### config.mk
export PLATFORM = sky130hd
export DESIGN_NAME = uart_tx
export DESIGN_NICKNAME = d
export VERILOG_FILES = /design/src/rtl/uart_tx.sv
export SDC_FILE = /design/constraint.sdc
export NUM_CORES = 1
export LEC_CHECK = 0
export ABC_CLOCK_PERIOD_IN_PS = 4840
export BUFFER_PORTS_ARGS = -buffer_cell sky130_fd_sc_hd__buf_4
export CAP_MARGIN = 15
export CORE_MARGIN = 4
export CORE_UTILIZATION = 47
export DETAILED_ROUTE_END_ITERATION = 7
export HOLD_SLACK_MARGIN = 0.15
export SYNTH_ARGS = -nofsm -noshare
export SYNTH_HDL_FRONTEND = slang
export SYNTH_SLANG_ARGS = --single-unit
export TNS_END_PERCENT = 20
### constraint.sdc
create_clock -name clk -period 4.84 [get_ports clk]
set_input_delay 0.726 -clock clk [delete_from_list [all_inputs] [get_ports clk]]
set_output_delay 0.726 -clock clk [all_outputs]
set_load 0.02 [all_outputs]
### src/rtl/uart_tx.sv
// 8N1 UART transmitter: valid/ready byte intake, one-deep holding register,
// internal baud divider. Line is idle-high, data goes out LSB first.
module uart_tx #(
    parameter int CLK_FREQ  = 12000000,
    parameter int BAUD_RATE = 9600,
    parameter int STOP_BITS = 1
) (
    input  logic       clk,
    input  logic       rst,
    input  logic [7:0] data,
    input  logic       valid,
    output logic       ready,
    output logic       tx,
    output logic       busy,
    output logic       done
);

    localparam int DIV   = CLK_FREQ / BAUD_RATE;
    localparam int CNT_W = $clog2(DIV);
    localparam logic [CNT_W-1:0] CNT_LAST = CNT_W'(DIV - 1);
    // Index of the final stop bit; anything other than 2 stop bits means 1.
    localparam logic STOP_LAST = (STOP_BITS == 2);

    typedef enum logic [1:0] {
        IDLE,
        START,
        DATA,
        STOP
    } state_t;

    state_t           state_q, state_d;
    logic [CNT_W-1:0] cnt_q, cnt_d;
    logic [2:0]       bit_q, bit_d;
    logic             stop_q, stop_d;
    logic             hold_full_q, hold_full_d;
    logic [7:0]       shift_q, shift_d;
    logic [7:0]       hold_q, hold_d;
    logic             tx_d, busy_d, done_d;

    logic bit_end;
    logic last_stop;
    logic accept;
    logic direct_load;

    assign ready       = rst && !hold_full_q;
    assign accept      = valid && ready;
    assign bit_end     = (cnt_q == CNT_LAST);
    assign last_stop   = (state_q == STOP) && bit_end && (stop_q == STOP_LAST);
    assign direct_load = accept && ((state_q == IDLE) || (last_stop && !hold_full_q));

    always_comb begin
        state_d     = state_q;
        cnt_d       = cnt_q;
        bit_d       = bit_q;
        stop_d      = stop_q;
        hold_full_d = hold_full_q;
        shift_d     = shift_q;
        hold_d      = hold_q;

        if (state_q != IDLE) begin
            cnt_d = bit_end ? '0 : cnt_q + 1'b1;
        end

        if (accept && !direct_load) begin
            hold_d      = data;
            hold_full_d = 1'b1;
        end

        unique case (state_q)
            IDLE: begin
                if (direct_load) begin
                    shift_d = data;
                    cnt_d   = '0;
                    state_d = START;
                end
            end
            START: begin
                if (bit_end) begin
                    bit_d   = 3'd0;
                    state_d = DATA;
                end
            end
            DATA: begin
                if (bit_end) begin
                    if (bit_q == 3'd7) begin
                        stop_d  = 1'b0;
                        state_d = STOP;
                    end else begin
                        bit_d = bit_q + 3'd1;
                    end
                end
            end
            STOP: begin
                if (bit_end) begin
                    if (stop_q == STOP_LAST) begin
                        // Held byte wins; otherwise a same-cycle accept chains directly.
                        if (hold_full_q) begin
                            shift_d     = hold_q;
                            hold_full_d = 1'b0;
                            state_d     = START;
                        end else if (direct_load) begin
                            shift_d = data;
                            state_d = START;
                        end else begin
                            state_d = IDLE;
                        end
                        cnt_d = '0;
                    end else begin
                        stop_d = 1'b1;
                    end
                end
            end
            default: state_d = IDLE;
        endcase
    end

    // Outputs are registered from the next-state view so they line up with the state they describe.
    always_comb begin
        tx_d = 1'b1;
        unique case (state_d)
            IDLE:    tx_d = 1'b1;
            START:   tx_d = 1'b0;
            DATA:    tx_d = shift_d[bit_d];
            STOP:    tx_d = 1'b1;
            default: tx_d = 1'b1;
        endcase
        busy_d = (state_d != IDLE);
        done_d = (state_d == STOP) && (cnt_d == CNT_LAST) && (stop_d == STOP_LAST);
    end

    always_ff @(posedge clk) begin
        if (!rst) begin
            state_q     <= IDLE;
            cnt_q       <= '0;
            bit_q       <= 3'd0;
            stop_q      <= 1'b0;
            hold_full_q <= 1'b0;
            tx          <= 1'b1;
            busy        <= 1'b0;
            done        <= 1'b0;
        end else begin
            state_q     <= state_d;
            cnt_q       <= cnt_d;
            bit_q       <= bit_d;
            stop_q      <= stop_d;
            hold_full_q <= hold_full_d;
            tx          <= tx_d;
            busy        <= busy_d;
            done        <= done_d;
        end
    end

    // Byte storage carries no reset; hold_full and state qualify its contents.
    always_ff @(posedge clk) begin
        shift_q <= shift_d;
        hold_q  <= hold_d;
    end

endmodule

==> summary.md, run 1 <==
| Metric | Value |
|---|---|
| Outcome | completed |
| Placer Congestion | 0.849 |
| Layout cells sized above 1 | 12.8% |
| Fin worst setup slack | 1.46 ns |
| Post-synthesis compound-gate area fraction | 18.1% |
| Yosys warns | 0 |
| Post-synthesis simple-gate area fraction | 31.6% |
| Type of destination of the critical path | register |
| Worst Setup Slack post-DPL | 1.44 ns |
| EDFF count, synth | 8 |
| Synth async-reset ratio | 0% |
| DR DRC count | 0 |
| Maxcap violations | 0 |
| Antenna Nets Post-Route | 0 |
| Synth top area cells | dfxtp_1 24%, edfxtp_1 9.9%, ha_1 5.7% |
| Post-Synth XOR/XNOR Area | 3.61% |
| Cell Area, Synth | 2430 um2 |
| Critical-path maximum fanout | 9 |
| Slew margin rel. | 28.2% |
| Hold Path Class | reg2reg |
| #FFs+latches synth | 37 |
| P per Cell Area | 448 nW/um2 |
| GRT overflow | 0 |
| Crit path cell chain | ha_1 -> nor4b_4 -> and3_2 -> nand4_1 -> and2_1 -> a22o_1 -> a32oi_1 -> inv_1 -> ha_1 -> o21ai_0 -> nand2b_1 -> nor4_1 -> a311oi_1 |
| Total track usage | 20.0% |
| Minimum clock period | 3.38 ns |
| Delay-heaviest family, CP | simple AND/OR/NAND/NOR gates |
| CP Data Required Time | 5.01 ns |
| Clock sinks | 37 |
| Die height | 79.9 um |
| Overall Power | 0.00118 W |
| Core area | 4850 um2 |
| Yosys top cell by area | dfxtp_1 |
| Clk_lat worst skew | 0.29 ns |
| Fmax | 296 MHz |
| Switch share | 42.9% |
| P_int | 0.000674 W |
| Clock-pin slew on the worst setup and hold paths | 0.07 ns |
| Synth unique cells | 63 |
| P_sw | 0.000505 W |
| HPWL after DPL | 4.31 mm |
| Post-Layout Inst Area | 2630 um2 |
| Post-layout nets | 319 |
| CTS Root Cell | clkbuf_8 |
| Crit path buf inv count | 1 |
| Synth top area share | 23.9% |
| Worst-margin pin slew | 1.06 ns |
| Total wire length | 5.90 mm |
| Setup Skew | 0.00727 ns |
| Vias in the first global route | 2,004 |
| Setup repair after global routing missed its margin | false |
| CP max stage delay | 0.45 ns |
| Htree depth | 2 |
| Initial antenna violation count | 0 |
| Part of the Yosys area used for sequential elements | 33.8% |
| Drt pass-1 iters | 5 |
| # IOs | 15 |
| Clk pwr share | 18.0% |
| Hold Fails Final Rpt | 0 |
| Crit path DAT | 3.55 ns |
| P_leak | 0.982 nW |
| Setup violators final | 0 |
| Combinational share of power | 46.9% |
| Vias per cell | 5.95 |
| Util after Layout | 54.2% |
| Die area | 6380 um2 |
| Post-route setup TNS | 0 ns |
| Total number of vias | 2,172 |
| Syn_area_per_cell | 8.35 um2 |
| Largest family of logic cells by synthesized area | simple AND/OR/NAND/NOR gates |
| Mux cell area share after synthesis | 1.65% |
| Synth Flop Type | dfxtp_1 |
| Worst VDD drop | 0.228 mV |
| Slowest cell on crit path | nor4b_4 |
| Clock Path Buffers | 2 |
| CTS Buf Count | 5 |
| Synth Area in Adders | 5.67% |
| Post-CTS Hold Buffers | 0 |
| Setup Buffers After CTS | 0 |
| Startpoint Class | register |
| Wirelength per Cell | 16.2 um |
| Synth Instances | 291 |
| Placed Area | 2550 um2 |
| CTS tree | yes |
| Crit path kind | reg2reg |
| Post-CTS Resized | 0 |
| Period utilization | 69.8% |
| Crit path top cell by count | ha_1 |
| Port bufs | 14 |
| Largest net degree at the start of global routing | 21 |
| Initial DRC Count | 116 |
| Initial core utilization | 50.1% |
| Ant. Diodes | 0 |
| Site Rows | 25 |
| Sequential share of power | 35.2% |
| First-pass GRT wire length | 9.92 mm |
| Area Overhead vs Synth | 8.29% |
| Syn nets | 313 |
| Slew Viols, Final | 0 |
| Die Width | 79.9 um |
[synth_stat cells, types with 4 or more instances]
master    count
a32oi_1       4
and3_1        5
mux2i_1       4
o21ai_0      14
inv_1        12
edfxtp_1      8
xnor2_1       4
ha_1         11
a21oi_1      11
nand2_1      31
nand4_1       6
buf_2         4
dfxtp_1      29
nor2_1       32
nor2b_1       7
nor3_1        6
xor2_1        6
clkbuf_1     11
and2_1        8
nand3_1      17
[tightest hold or removal path, delay by kind of cell (launching register included)]
family / cells / cell delay [ns]
flip-flops: 1 / 0.33
AND/OR/NAND/NOR: 2 / 0.14
[power by group through the flow]
stage	logic (W)	registers, W	clock network [W]
after floorplan	0.000405	0.000416	0
after global placement	0.000548	0.000420	0
after detailed placement	0.000546	0.000420	0
after CTS	0.000550	0.000414	0.000217
after global routing	0.000618	0.000421	0.000234
final	0.000553	0.000415	0.000212
[layout make-up]
type	count	area, um2
Multi-Input combinational cell	224	1470
Sequential cell	37	821
Fill cell	465	2220
Clock inverter	1	5.00
Clock buffer	7	76.3
Timing Repair Buffer	17	128
Tap cell	67	83.8
Inverter	12	45.0
[routing by layer]
metal / part of all wire [%] / global-route usage (%) / vias up
li1: - / - / 1065
met3: 6.4 / 4.63 / 13
met2: 44 / 29.8 / 80
met1: 47 / 27.6 / 1014
met5: 0 / 0 / -
met4: 1.9 / 7.94 / 0
[path summary, 6_finish.rpt]
| check | to | slack (ns) | cells after the start | startpoint |
|---|---|---|---|---|
| setup / recovery | tx$_SDFF_PN1_ | 1.46 | 13 | cnt_q[0]$_SDFF_PN0_ |
| hold / removal | shift_q[6]$_DFF_P_ | 0.50 | 2 | shift_q[6]$_DFF_P_ |
| setup reg to reg | tx$_SDFF_PN1_ | 1.46 | 13 | cnt_q[0]$_SDFF_PN0_ |
| hold reg to reg | shift_q[6]$_DFF_P_ | 0.50 | 2 | shift_q[6]$_DFF_P_ |
[sequential cells by signal (all words and copies together), names as in the netlist, 2 cells and up]
register / cells
state_q: 2
shift_q: 8
cnt_q: 11
hold_q: 8
bit_q: 3
[cells by family after synthesis]
kind of cell               count (synthesis)
muxes                                      4
adders and majority gates                 11
and+or+nand+nor                          137
buffers and inverters                     30
DFF                                       37
AOI/OAI and AO/OA                         62
xor gates and xnor gates                  10
[cells in the final DEF (no fill, tap or decap), types with 5 or more instances in the layout]
| master | count |
|---|---|
| and3_1 | 5 |
| a21oi_1 | 11 |
| edfxtp_1 | 8 |
| nor2b_1 | 7 |
| buf_4 | 17 |
| nor3_1 | 6 |
| clkbuf_8 | 5 |
| nand4_1 | 6 |
| nand3_1 | 17 |
| o21ai_0 | 14 |
| ha_1 | 11 |
| inv_1 | 12 |
| dfxtp_1 | 29 |
| nand2_1 | 31 |
| and2_1 | 8 |
| xor2_1 | 6 |
| nor2_1 | 32 |
[metrics by stage]
step / hold slack (ns) / cells
floorplan: 0.457 / 291
global placement: 0.474 / 357
detailed placement: 0.484 / 357
CTS: 0.502 / 365
global route: 0.521 / 365
finish: 0.500 / 365
(Power assumes the default switching activity.)
==> run 2: changes to the inputs <==
- ABC_CLOCK_PERIOD_IN_PS: 4840 -> 3000
- PLACE_DENSITY: not set -> 0.67
- clock period: 4.84 -> 3 ns (I/O delays scaled with it)
==> run 2 against run 1 <==
Against the previous run: combinational power is 93% higher; design area is 11% higher; global-route usage is 1.0 points higher; hold slack worse by 0.15 ns; sequential share of layout area is 3.0 points lower; clock skew is 0.0021 ns lower; first-iteration DRC count is 42% higher; critical endpoint unchanged; largest power group unchanged.
==> summary.md, run 2 (same netlist as run 1, synthesis figures left out) <==
| Metric | Value |
|---|---|
| Period utilization | 92.8% (was 69.8%) |
| GR Layer Usage met3 | 4.29% (was 4.63%) |
| Worst VDD drop | 0.503 mV (was 0.228 mV) |
| Outcome | completed (unchanged) |
| Vias in the first global route | 2,214 (was 2,004) |
| Slowest cell on crit path | o311ai_1 (was nor4b_4) |
| Most frequent cells in the layout | 43 x buf_4, 32 x nor2_1, 31 x nand2_1 (was 32 x nor2_1, 31 x nand2_1, 29 x dfxtp_1) |
| CTS Buf Count | 5 (unchanged) |
| Post-CTS Hold Buffers | 0 (unchanged) |
| Area Overhead vs Synth | 19.7% (was 8.29%) |
| Port bufs | 14 (unchanged) |
| P per Cell Area | 771 nW/um2 (was 448 nW/um2) |
| Max reg flops | 11 (unchanged) |
| Most used routing layer | met2 (unchanged) |
| Antenna Nets Post-Route | 0 (unchanged) |
| Hold Path Class | in2reg (was reg2reg) |
| Total number of vias | 2,293 (was 2,172) |
| First-pass GRT wire length | 10.5 mm (was 9.92 mm) |
| Die Width | 79.9 um (unchanged) |
| CP Data Required Time | 3.21 ns (was 5.01 ns) |
| CP max stage delay | 0.41 ns (was 0.45 ns) |
| Post-route setup TNS | 0 ns (unchanged) |
| Drt pass-1 iters | 4 (was 5) |
| GRT overflow | 0 (unchanged) |
| Initial DRC Count | 165 (was 116) |
| Vias per cell | 5.86 (was 5.95) |
| GR Util met1 | 29.2% (was 27.6%) |
| Site Rows | 25 (unchanged) |
| Post-layout nets | 345 (was 319) |
| Commonest non-fill, non-tap cell in the layout | buf_4 (was nor2_1) |
| Layout cells sized above 1 | 21.3% (was 12.8%) |
| Sequential cell area | 821 um2 (unchanged) |
| Clock-pin slew on the worst setup and hold paths | 0.08 ns (was 0.07 ns) |
| Slew Viols, Final | 0 (unchanged) |
| CTS Root Cell | clkbuf_8 (unchanged) |
| Setup violators final | 0 (unchanged) |
| Worst-margin pin slew | 0.515 ns (was 1.06 ns) |
| P_leak | 1.14 nW (was 0.982 nW) |
| Type of destination of the critical path | register (unchanged) |
| Overall Power | 0.00224 W (was 0.00118 W) |
| Hold_ws | 0.345 ns (was 0.500 ns) |
| Minimum clock period | 2.78 ns (was 3.38 ns) |
| Core area | 4850 um2 (unchanged) |
| Crit path kind | reg2reg (unchanged) |
| Slew margin rel. | 65.3% (was 28.2%) |
| Wirelength per Cell | 16.5 um (was 16.2 um) |
| HPWL after DPL | 4.66 mm (was 4.31 mm) |
| Initial antenna violation count | 0 (unchanged) |
| Top register by number of flip-flops | cnt_q (unchanged) |
| Total track usage | 21.0% (was 20.0%) |
| Area of the multi-input gates | 1500 um2 (was 1470 um2) |
| DR DRC count | 0 (unchanged) |
| CTS tree | yes (unchanged) |
| # IOs | 15 (unchanged) |
| Crit path DAT | 2.99 ns (was 3.55 ns) |
| Largest regs | cnt_q: 11 flops, hold_q: 8 flops, shift_q: 8 flops (unchanged) |
| Startpoint Class | register (unchanged) |
| Fillcell total | 440 (was 465) |
| Setup repair after global routing missed its margin | false (unchanged) |
| Htree depth | 2 (unchanged) |
| Maxcap violations | 0 (unchanged) |
| Clk_lat worst skew | 0.29 ns (about the same) |
| Critical-path maximum fanout | 5 (was 9) |
| Die height | 79.9 um (unchanged) |
| Clock sinks | 37 (unchanged) |
| Ant. Diodes | 0 (unchanged) |
| Grt met2 use | 31.5% (was 29.8%) |
| Setup Skew | 0.00512 ns (was 0.00727 ns) |
| Hold Fails Final Rpt | 0 (unchanged) |
| Initial core utilization | 50.1% (unchanged) |
| Largest net degree at the start of global routing | 20 (was 21) |
| Clock Path Buffers | 2 (unchanged) |
| Placer Congestion | 0.921 (was 0.849) |
| Crit path top cell by count | ha_1 (unchanged) |
| Die area | 6380 um2 (unchanged) |
| Fmax | 359 MHz (was 296 MHz) |
| Crit path cell chain | ha_1 -> and4b_1 -> a41oi_1 -> nor2_1 -> o311ai_1 -> a22o_1 -> a32oi_2 -> buf_4 -> ha_1 -> o21ai_2 -> nand2b_1 -> nor4_1 -> a311oi_1 (was ha_1 -> nor4b_4 -> and3_2 -> nand4_1 -> and2_1 -> a22o_1 -> a32oi_1 -> inv_1 -> ha_1 -> o21ai_0 -> nand2b_1 -> nor4_1 -> a311oi_1) |
| Total wire length | 6.44 mm (was 5.90 mm) |
[run 2: path summary, 6_finish.rpt]
path / startpoint / endpoint / slack, ns / depth (start not counted)
worst max-delay path: state_q[1]$_SDFF_PN0_ / tx$_SDFF_PN1_ / 0.22 / 13
worst min-delay path: data[7] / hold_q[7]$_DFFE_PP_ / 0.35 / 1
worst max register to register: state_q[1]$_SDFF_PN0_ / tx$_SDFF_PN1_ / 0.22 / 13
worst min register to register: shift_q[7]$_DFF_P_ / shift_q[7]$_DFF_P_ / 0.50 / 2
[run 2: final cells by class]
type | count | area share (%)
Tap cell | 67 | 2.88
Sequential cell | 37 | 28.2
Inverter | 12 | 1.55
Multi-Input combinational cell | 224 | 51.6
Timing Repair Buffer | 43 | 11.1
Clock inverter | 3 | 2.24
Clock buffer | 5 | 2.37
[run 2: metrics by stage]
step	area, um2	setup slack (ns)	cells	utilization (%)
after floorplan	2430	0.0229	291	-
final	2910	0.216	391	60.0
after global routing	2910	0.0314	391	60.0
after global placement	2740	0.199	382	56.4
after detailed placement	2740	0.0531	382	56.4
after CTS	2870	0.0659	390	59.2
[run 2: critical path: cells and delay by family, from the launching register on]
family,cells,cell delay (ns)
compound gates,6,1.31
fa+ha+maj,2,0.42
buf+inv,1,0.18
flops,1,0.35
simple gates,4,0.45
[run 2: timing repair]
item                                    CTS  global route
endpoints found under the setup margin    0             2
resized for setup                         0             7
buffers inserted                          0             1
endpoints found under the hold margin     0             0
[run 2: where the power goes]
group / switching [W] / internal [W] / leakage (nW)
combinational: 0.000631 / 0.000437 / 0.767
sequential: 0.0000505 / 0.000600 / 0.309
clock: 0.000193 / 0.000330 / 0.0681
total: 0.000874 / 0.00137 / 1.14
[run 2: metal layers]
layer | share of wire (%) | vias to the layer above
li1 | - | 1121
met1 | 47 | 1085
met2 | 45 | 74
met3 | 6.8 | 13
met4 | 2.1 | 0
met5 | 0 | -
